File: config.mk
export PLATFORM = sky130hd
export DESIGN_NAME = st_align_byhawo
export DESIGN_NICKNAME = d
export VERILOG_FILES = /design/src/rtl/st_align_byhawo.sv
export SDC_FILE = /design/constraint.sdc
export NUM_CORES = 1
export LEC_CHECK = 0
export BUFFER_PORTS_ARGS = -buffer_cell sky130_fd_sc_hd__buf_4
export CAP_MARGIN = 10
export CORE_ASPECT_RATIO = 0.7
export CORE_MARGIN = 5
export CORE_UTILIZATION = 30
export CTS_BUF_LIST = sky130_fd_sc_hd__clkbuf_4 sky130_fd_sc_hd__clkbuf_8
export DETAILED_ROUTE_END_ITERATION = 16
export PLACE_DENSITY = 0.53
export SYNTH_ARGS = -nofsm -noshare
export SYNTH_HDL_FRONTEND = slang
export SYNTH_SLANG_ARGS = --single-unit
File: constraint.sdc
create_clock -name clk_i -period 1.84 [get_ports clk_i]
set_input_delay 0.092 -clock clk_i [delete_from_list [all_inputs] [get_ports clk_i]]
set_output_delay 0.092 -clock clk_i [all_outputs]
set_load 0.02 [all_outputs]
File: src/rtl/st_align_byhawo.sv
// Store alignment: shifts store data/byte-enables onto word lanes and issues 1-2 write beats.
// Define MISALIGN_SPLIT_EN to split word-crossing stores; otherwise they are rejected.
module st_align_byhawo (
    input  logic        clk_i,
    input  logic        rst_i,
    input  logic        st_valid_i,
    output logic        st_ready_o,
    input  logic [31:0] st_addr_i,
    input  logic [31:0] st_data_i,
    input  logic [3:0]  st_mask_i,
    output logic        mem_valid_o,
    input  logic        mem_ready_i,
    output logic [31:0] mem_addr_o,
    output logic [31:0] mem_wdata_o,
    output logic [3:0]  mem_bmask_o,
    output logic        st_done_o,
    output logic        st_err_o
);

    typedef enum logic [1:0] {
        S_IDLE,
        S_BEAT0,
        S_BEAT1,
        S_RESP
    } state_t;

    state_t      r_state;
    logic        r_valid;
    logic        r_done;
    logic        r_err;
    logic        r_split;
    logic [31:0] r_addr;
    logic [31:0] r_wdata;
    logic [3:0]  r_bmask;
    logic [31:0] r_hi_addr;
    logic [31:0] r_hi_data;
    logic [3:0]  r_hi_mask;

    logic        w_legal;
    logic        w_split;
    logic        w_reject;
    logic [31:0] w_data;
    logic [31:0] w_base;
    logic [63:0] w_sdata;
    logic [7:0]  w_smask;

    always_comb begin
        w_legal = (st_mask_i == 4'b0001) ||
                  (st_mask_i == 4'b0011) ||
                  (st_mask_i == 4'b1111);
        // Bits above the access size are dropped before shifting.
        w_data  = st_data_i & {{8{st_mask_i[3]}}, {8{st_mask_i[2]}},
                               {8{st_mask_i[1]}}, {8{st_mask_i[0]}}};
        w_base  = {st_addr_i[31:2], 2'b00};
        w_sdata = {32'd0, w_data} << {st_addr_i[1:0], 3'b000};
        w_smask = {4'd0, st_mask_i} << st_addr_i[1:0];
        w_split = |w_smask[7:4];
`ifdef MISALIGN_SPLIT_EN
        w_reject = !w_legal;
`else
        w_reject = !w_legal || w_split;
`endif
    end

    always_ff @(posedge clk_i) begin
        if (rst_i) begin
            r_state   <= S_IDLE;
            r_valid   <= 1'b0;
            r_done    <= 1'b0;
            r_err     <= 1'b0;
            r_split   <= 1'b0;
            r_addr    <= 32'd0;
            r_wdata   <= 32'd0;
            r_bmask   <= 4'd0;
            r_hi_addr <= 32'd0;
            r_hi_data <= 32'd0;
            r_hi_mask <= 4'd0;
        end else begin
            unique case (r_state)
                S_IDLE: begin
                    r_done <= 1'b0;
                    r_err  <= 1'b0;
                    if (st_valid_i) begin
                        r_split   <= w_split;
                        r_hi_addr <= w_base + 32'd4;
                        r_hi_data <= w_sdata[63:32];
                        r_hi_mask <= w_smask[7:4];
                        if (w_reject) begin
                            r_state <= S_RESP;
                            r_err   <= 1'b1;
                        end else begin
                            r_state <= S_BEAT0;
                            r_valid <= 1'b1;
                            r_addr  <= w_base;
                            r_wdata <= w_sdata[31:0];
                            r_bmask <= w_smask[3:0];
                        end
                    end
                end
                S_BEAT0: begin
                    if (mem_ready_i) begin
                        if (r_split) begin
                            r_state <= S_BEAT1;
                            r_addr  <= r_hi_addr;
                            r_wdata <= r_hi_data;
                            r_bmask <= r_hi_mask;
                        end else begin
                            r_state <= S_RESP;
                            r_valid <= 1'b0;
                            r_addr  <= 32'd0;
                            r_wdata <= 32'd0;
                            r_bmask <= 4'd0;
                            r_done  <= 1'b1;
                        end
                    end
                end
                S_BEAT1: begin
                    if (mem_ready_i) begin
                        r_state <= S_RESP;
                        r_valid <= 1'b0;
                        r_addr  <= 32'd0;
                        r_wdata <= 32'd0;
                        r_bmask <= 4'd0;
                        r_done  <= 1'b1;
                    end
                end
                S_RESP: begin
                    r_state <= S_IDLE;
                    r_done  <= 1'b0;
                    r_err   <= 1'b0;
                end
                default: r_state <= S_IDLE;
            endcase
        end
    end

    assign st_ready_o  = (r_state == S_IDLE) && !rst_i;
    assign mem_valid_o = r_valid;
    assign mem_addr_o  = r_addr;
    assign mem_wdata_o = r_wdata;
    assign mem_bmask_o = r_bmask;
    assign st_done_o   = r_done;
    assign st_err_o    = r_err;

endmodule

======== Yosys cells after proc, flatten, opt, wreduce, memory -nomap -nowiden ========
Cells that the tools add are included.
word-level totals
  register bits after elaboration ......... 142
  bits of input ports ..................... 72
  output and inout bits ................... 72
  logic and storage cells ................. 78
operators by class
  $add $sub $neg .......................... 1
  multiplexer cells ....................... 36
  bitwise operators ....................... 1
  reductions and logical operators ........ 16
  equality and inequality tests ........... 11
  shifts and indexed selects .............. 2
operators with widths
  operator                                        number
  2-to-1 mux 32 bit                               9
  one-hot mux 32 bit (3 select lines)             2
  << shifter 32 x 5 -> 64 bit                     1
  adder 32 x 3 -> 32 bit (second input constant)  1
  AND 32 bit                                      1
  2-to-1 mux 4 bit                                5
  one-hot mux 4 bit (3 select lines)              1
  2-to-1 mux 1 bit                                11
  != test 2 bit (second input constant)           5
  2-to-1 mux 2 bit                                4
  one-hot mux 2 bit (4 select lines)              1
  << shifter 4 x 2 -> 8 bit                       1
  one-hot mux 1 bit (3 select lines)              2
  AND reduction 3 bit                             2
  AND reduction 6 bit                             1
  AND reduction 5 bit                             1
  == test 2 bit (second input constant)           2
  == test 4 x 1 -> 1 bit (second input constant)  1
  == test 4 x 2 -> 1 bit (second input constant)  1
  == test 4 bit (second input constant)           1
  OR reduction 4 bit                              1
  logical OR 1 bit                                3
  nonzero test 3 bit                              1
  == test 2 x 1 -> 1 bit (second input constant)  1
  other kinds (7)                                 8

======== Logic depth before layout (Yosys ltp) ========
  word-level depth ........................ 8
  gate-level depth with buffers ........... 9
  mapped depth without buffers ............ 7

======== Worst setup path after synthesis ========
No wires, ideal clock.
  kind .................................... register -> register
  start point ............................. reg r_state[1]
  end point ............................... reg r_addr[19], in the netlist mem_addr_o[19]
  setup slack ............................. -0.154 ns
  required time ........................... 1.761 ns
  arrival time ............................ 1.915 ns
  cell stages (with the launch flop) ...... 9
  setup time .............................. 0.079 ns
  cells stage by stage .................... dfxtp_1 -> inv_1 -> ha_1 -> buf_2 -> and3_1 -> buf_2 -> clkbuf_1 -> a221oi_2 -> nor3_1
on the way
  word-level cells in the longest chain between the ends .. 3
  elaborated cells between the ends (all ways) .. 10
ends and longest elaborated chain
  item                                                           RTL line  RTL
  from (decl)                                                    27        state_t r_state;
  from (signal assigned)                                         67        r_state <= S_IDLE;
  from (signal assigned)                                         89        r_state <= S_RESP;
  from (signal assigned)                                         92        r_state <= S_BEAT0;
  == test 2 x 1 -> 1 bit, or another cell as far along           79        unique case (r_state)
  != test 2 bit (no line) or nonzero test 3 bit (tied branches)  n/a
  AND reduction 5 bit (no line)                                  n/a
  to (signal assigned)                                           94        r_addr <= w_base;
  to (signal assigned)                                           104       r_addr <= r_hi_addr;
  to (decl)                                                      32        logic [31:0] r_addr;
Several ways; a longest one is shown, not always the timed one.
A chain may end at the register's enable or synchronous reset.

======== Worst setup path after layout ========
  start point ............................. reg r_state[0]
  end point ............................... reg r_addr[18], in the netlist mem_addr_o[18]
The elaborated chain is that of the path after synthesis.

==> results.sh <==
export IMPL_drc=0
export IMPL_slew_headroom=0.5138
export IMPL_dr_pass1_iters=5
export IMPL_cpLargestDelayFamily="compound AO/OA/AOI/OAI gates"
export IMPL_p_leak_uw=0.004039
export IMPL_nFillCells=2042
export IMPL_min_period_ns=1.937
export IMPL_num_rows=45
export IMPL_report_final_hold_viol_count=0
export IMPL_rsz0062_at_grt="true"
export IMPL_yosysSeqAreaShare=0.3965
export IMPL_antenna_found_initial=1
export IMPL_hp_class="in -> reg"
export IMPL_grt_util_met3=0.04585
export IMPL_cp_buffers_inverters=3
export IMPL_grt_most_used_layer="met1"
export IMPL_violations="negative setup slack"
export IMPL_yosysUniqueCellTypes=57
export IMPL_path_cells="inv_6 -> ha_4 -> nor2_4 -> o22ai_4 -> a211o_4 -> buf_12 -> buf_8 -> a221oi_2 -> nor3_2"
export IMPL_cp_depth=9
export IMPL_grt_use_total=0.1854
export IMPL_status="complete, but fails checks"
export IMPL_r2r_cells=9
export IMPL_dpl_hpwl_microns=16080
export IMPL_via_per_inst=5.275
export IMPL_grt_overflow=0
export IMPL_die_x_microns=186.1
export IMPL_synthCells=732
export IMPL_r2r_start="r_state[0]"
export IMPL_drtIter0Drc=556
export IMPL_syn2layout_area_growth_pct=59.50
export IMPL_vdd_drop_max_v=0.0009376
export IMPL_clock_root_buffer="clkbuf_8"
export IMPL_synth_warnings=0
export IMPL_vias=6620
export IMPL_die_y_microns=133.3
export IMPL_crit_path_max_incr_delay_ns=0.40
export IMPL_final_max_slew_viol_count=0
export IMPL_dp_slack_ns=-0.1559
export IMPL_fin_cells=1255
export IMPL_worst_slack_ns=-0.09744
export IMPL_async_flop_share=0
export IMPL_dieArea_sq_um=24800
export IMPL_avgSynthCellArea_sq_um=8.897
export IMPL_antenna_left=0
export IMPL_ys_ff_latch=129
export IMPL_cts_tree="yes"
export IMPL_grt_use_met2=0.2604
export IMPL_syn_cell_area_sq_um=6512
export IMPL_layout_area_seq_sq_um=2590
export IMPL_core_sq_um=21510
export IMPL_grt_first_pass_wirelength_microns=36200
export IMPL_ios=144
export IMPL_nets=1041
export IMPL_synth_edf_count=0
export IMPL_portBuffers=141
export IMPL_arrival_ns=2.24
export IMPL_p_per_area_nw_per_um2=1733
export IMPL_setup_worst_path_class="reg -> reg"
export IMPL_endpoint_kind="flip-flop"
export IMPL_worstReg2RegEnd="mem_addr_o[18]"
export IMPL_cts_sinks=129
export IMPL_gp_congestion=0.8518
export IMPL_rrSetupSlack_ns=-0.1
export IMPL_use_met1=0.2821
export IMPL_clock_latency_ns=0.44
export IMPL_critPathSlowestCell="dfxtp_4"
export IMPL_drive_gt1_frac=0.4399
export IMPL_wl_per_cell_microns=19.55
export IMPL_initial_core_util=0.3028
export IMPL_fmax_mhz=516.1
export IMPL_antenna_cells=0
export IMPL_grt_pass1_vias=6366
export IMPL_fin_crit_sh=1.053
export IMPL_final_cell_mix="buf_4 (197), dfxtp_1 (127), nor2_1 (84), dlygate4sd3_1 (47), nand2_1 (38)"
export IMPL_cp_max_fo=8
export IMPL_grt_max_degree=56
export IMPL_multiInputGateArea_sq_um=4389
export IMPL_clockBufferDepth=2
export IMPL_placed_cells=1155
export IMPL_critPathRequiredTime_ns=2.14
export IMPL_cp_start_kind="flip-flop"
export IMPL_htree_levels=4
export IMPL_endpoint="mem_addr_o[18]"
export IMPL_synth_flop_cell="dfxtp_1"
export IMPL_cap_violations=0
export IMPL_cts_reportedPaths_clkPinSlew_ns=0.08
export IMPL_skew_ns=0.01351
export IMPL_worstMarginPinSlew_ns=0.7266
export IMPL_layout_commonest_cell="buf_4"
export IMPL_setup_viol=56
export IMPL_totalWireLength_microns=24540
export IMPL_crit_start="r_state[0]"
export IMPL_cts_made_buffers=17
## cell usage after synthesis, types with 2 or more instances
| cell type | instances | area share |
|---|---|---|
| nor3_1 | 48 | 0.037 |
| and4_4 | 2 | 0.0035 |
| and3_1 | 7 | 0.0067 |
| buf_4 | 6 | 0.0069 |
| buf_1 | 5 | 0.0029 |
| nand2b_1 | 2 | 0.0019 |
| nand3b_1 | 8 | 0.0092 |
| and4_1 | 2 | 0.0027 |
| mux2i_1 | 9 | 0.014 |
| nand4_1 | 3 | 0.0029 |
| a32o_1 | 8 | 0.012 |
| and2_1 | 3 | 0.0029 |
| inv_1 | 11 | 0.0063 |
| nand2_1 | 38 | 0.022 |
| a311oi_1 | 6 | 0.0081 |
| buf_6 | 6 | 0.010 |
| nor4_4 | 2 | 0.0065 |
| ha_1 | 7 | 0.013 |
| a221oi_2 | 30 | 0.069 |
| a221oi_1 | 25 | 0.034 |
| a211oi_2 | 2 | 0.0038 |
| nor4_2 | 3 | 0.0058 |
| a222oi_1 | 8 | 0.012 |
| buf_2 | 10 | 0.0077 |
| nand3_1 | 24 | 0.018 |
| nor2b_1 | 2 | 0.0019 |
| xnor2_1 | 16 | 0.022 |
| a21oi_1 | 12 | 0.0092 |
| nor2_1 | 122 | 0.070 |
| xor2_1 | 5 | 0.0067 |
| a211oi_1 | 33 | 0.038 |
| o31ai_1 | 7 | 0.0081 |
| a21o_1 | 3 | 0.0035 |
| clkbuf_1 | 43 | 0.025 |
| dfxtp_1 | 129 | 0.40 |
| nor3_2 | 16 | 0.025 |
| nand4_4 | 2 | 0.0065 |
| o22ai_1 | 2 | 0.0019 |
| a22oi_1 | 17 | 0.020 |
| o21ai_0 | 27 | 0.021 |
| or3_1 | 5 | 0.0048 |
## cell families after synthesis
logic type,after synthesis,share of synthesized area
buffers and inverters,82,0.05956
DFF,129,0.3965
xor gates and xnor gates,21,0.02824
muxes,10,0.01556
other,1,0.0005758
AOI/OAI and AO/OA,187,0.2490
adders and majority gates,7,0.01345
and+or+nand+nor,295,0.2371
## flip-flops by register name, summed over array words and instances (netlist names)
register,count
mem_wdata_o,32
r_hi_addr,30
r_hi_data,24
mem_addr_o,30
r_split,1
r_hi_mask,3
st_err_o,1
st_done_o,1
r_state,2
mem_valid_o,1
mem_bmask_o,4
## power breakdown
part	internal (uW)	total, uW	switching [uW]
Combinational	5210	11000	5770
Sequential	3810	4640	833
Clock	1190	2380	1190
Total	10200	18000	7790
## worst register-to-register path: stages (launching register included)
cell	delay, ns
dfxtp_4	0.40
inv_6	0.05
ha_4	0.16
nor2_4	0.13
o22ai_4	0.08
a211o_4	0.33
buf_12	0.18
buf_8	0.16
a221oi_2	0.22
nor3_2	0.07
## through the flow
stage               TNS [ns]  instance area, sq um  power, uW  utilization  hold slack, ns
detailed placement    -4.572                  8303      12260       0.3860          0.3320
global placement      -2.766                  8303      12220       0.3860          0.3284
finish                -2.585                 10390      18000       0.4830          0.1085
global route          -6.584                 10390      18990       0.4830          0.1101
CTS                  -0.1495                  9641      16110       0.4482         0.07750
floorplan                  0                  6538       8905            -          0.1876
## routing by layer
| metal | vias up | share of wire |
|---|---|---|
| met5 | - | 0.00053 |
| met4 | 2 | 0.0095 |
| met3 | 24 | 0.064 |
| met2 | 191 | 0.43 |
| met1 | 3199 | 0.50 |
| li1 | 3204 | - |
## worst min-delay path by stage
stage / from / endpoint / slack (ns) / depth (start not counted)
finish: mem_ready_i / st_done_o / 0.11 / 4
global route: mem_ready_i / st_done_o / 0.11 / 5
floorplan: st_addr_i[2] / r_hi_addr[2] / 0.19 / 1
global placement: st_addr_i[2] / r_hi_addr[2] / 0.33 / 2
detailed placement: st_addr_i[2] / r_hi_addr[2] / 0.33 / 2
CTS: mem_ready_i / st_done_o / 0.08 / 4
## cell type report
| type | count | share of cell area |
|---|---|---|
| inverter | 12 | 0.005059 |
| clock buffer | 18 | 0.02325 |
| timing repair buffer | 280 | 0.2543 |
| tap | 282 | 0.03397 |
| clock inverter | 12 | 0.01156 |
| sequential | 129 | 0.2493 |
| multi-input combinational | 522 | 0.4225 |
## what timing repair did
item | in CTS | in global routing
cloned | 5 | 6
hold buffers | 47 | 0
buffers inserted | 13 | 6
setup endpoints to repair | 63 | 71
gates resized for setup | 57 | 126
hold endpoints to repair | 74 | 0
pin swaps | 9 | 65
No activity file was read; power rests on OpenSTA's default activity.
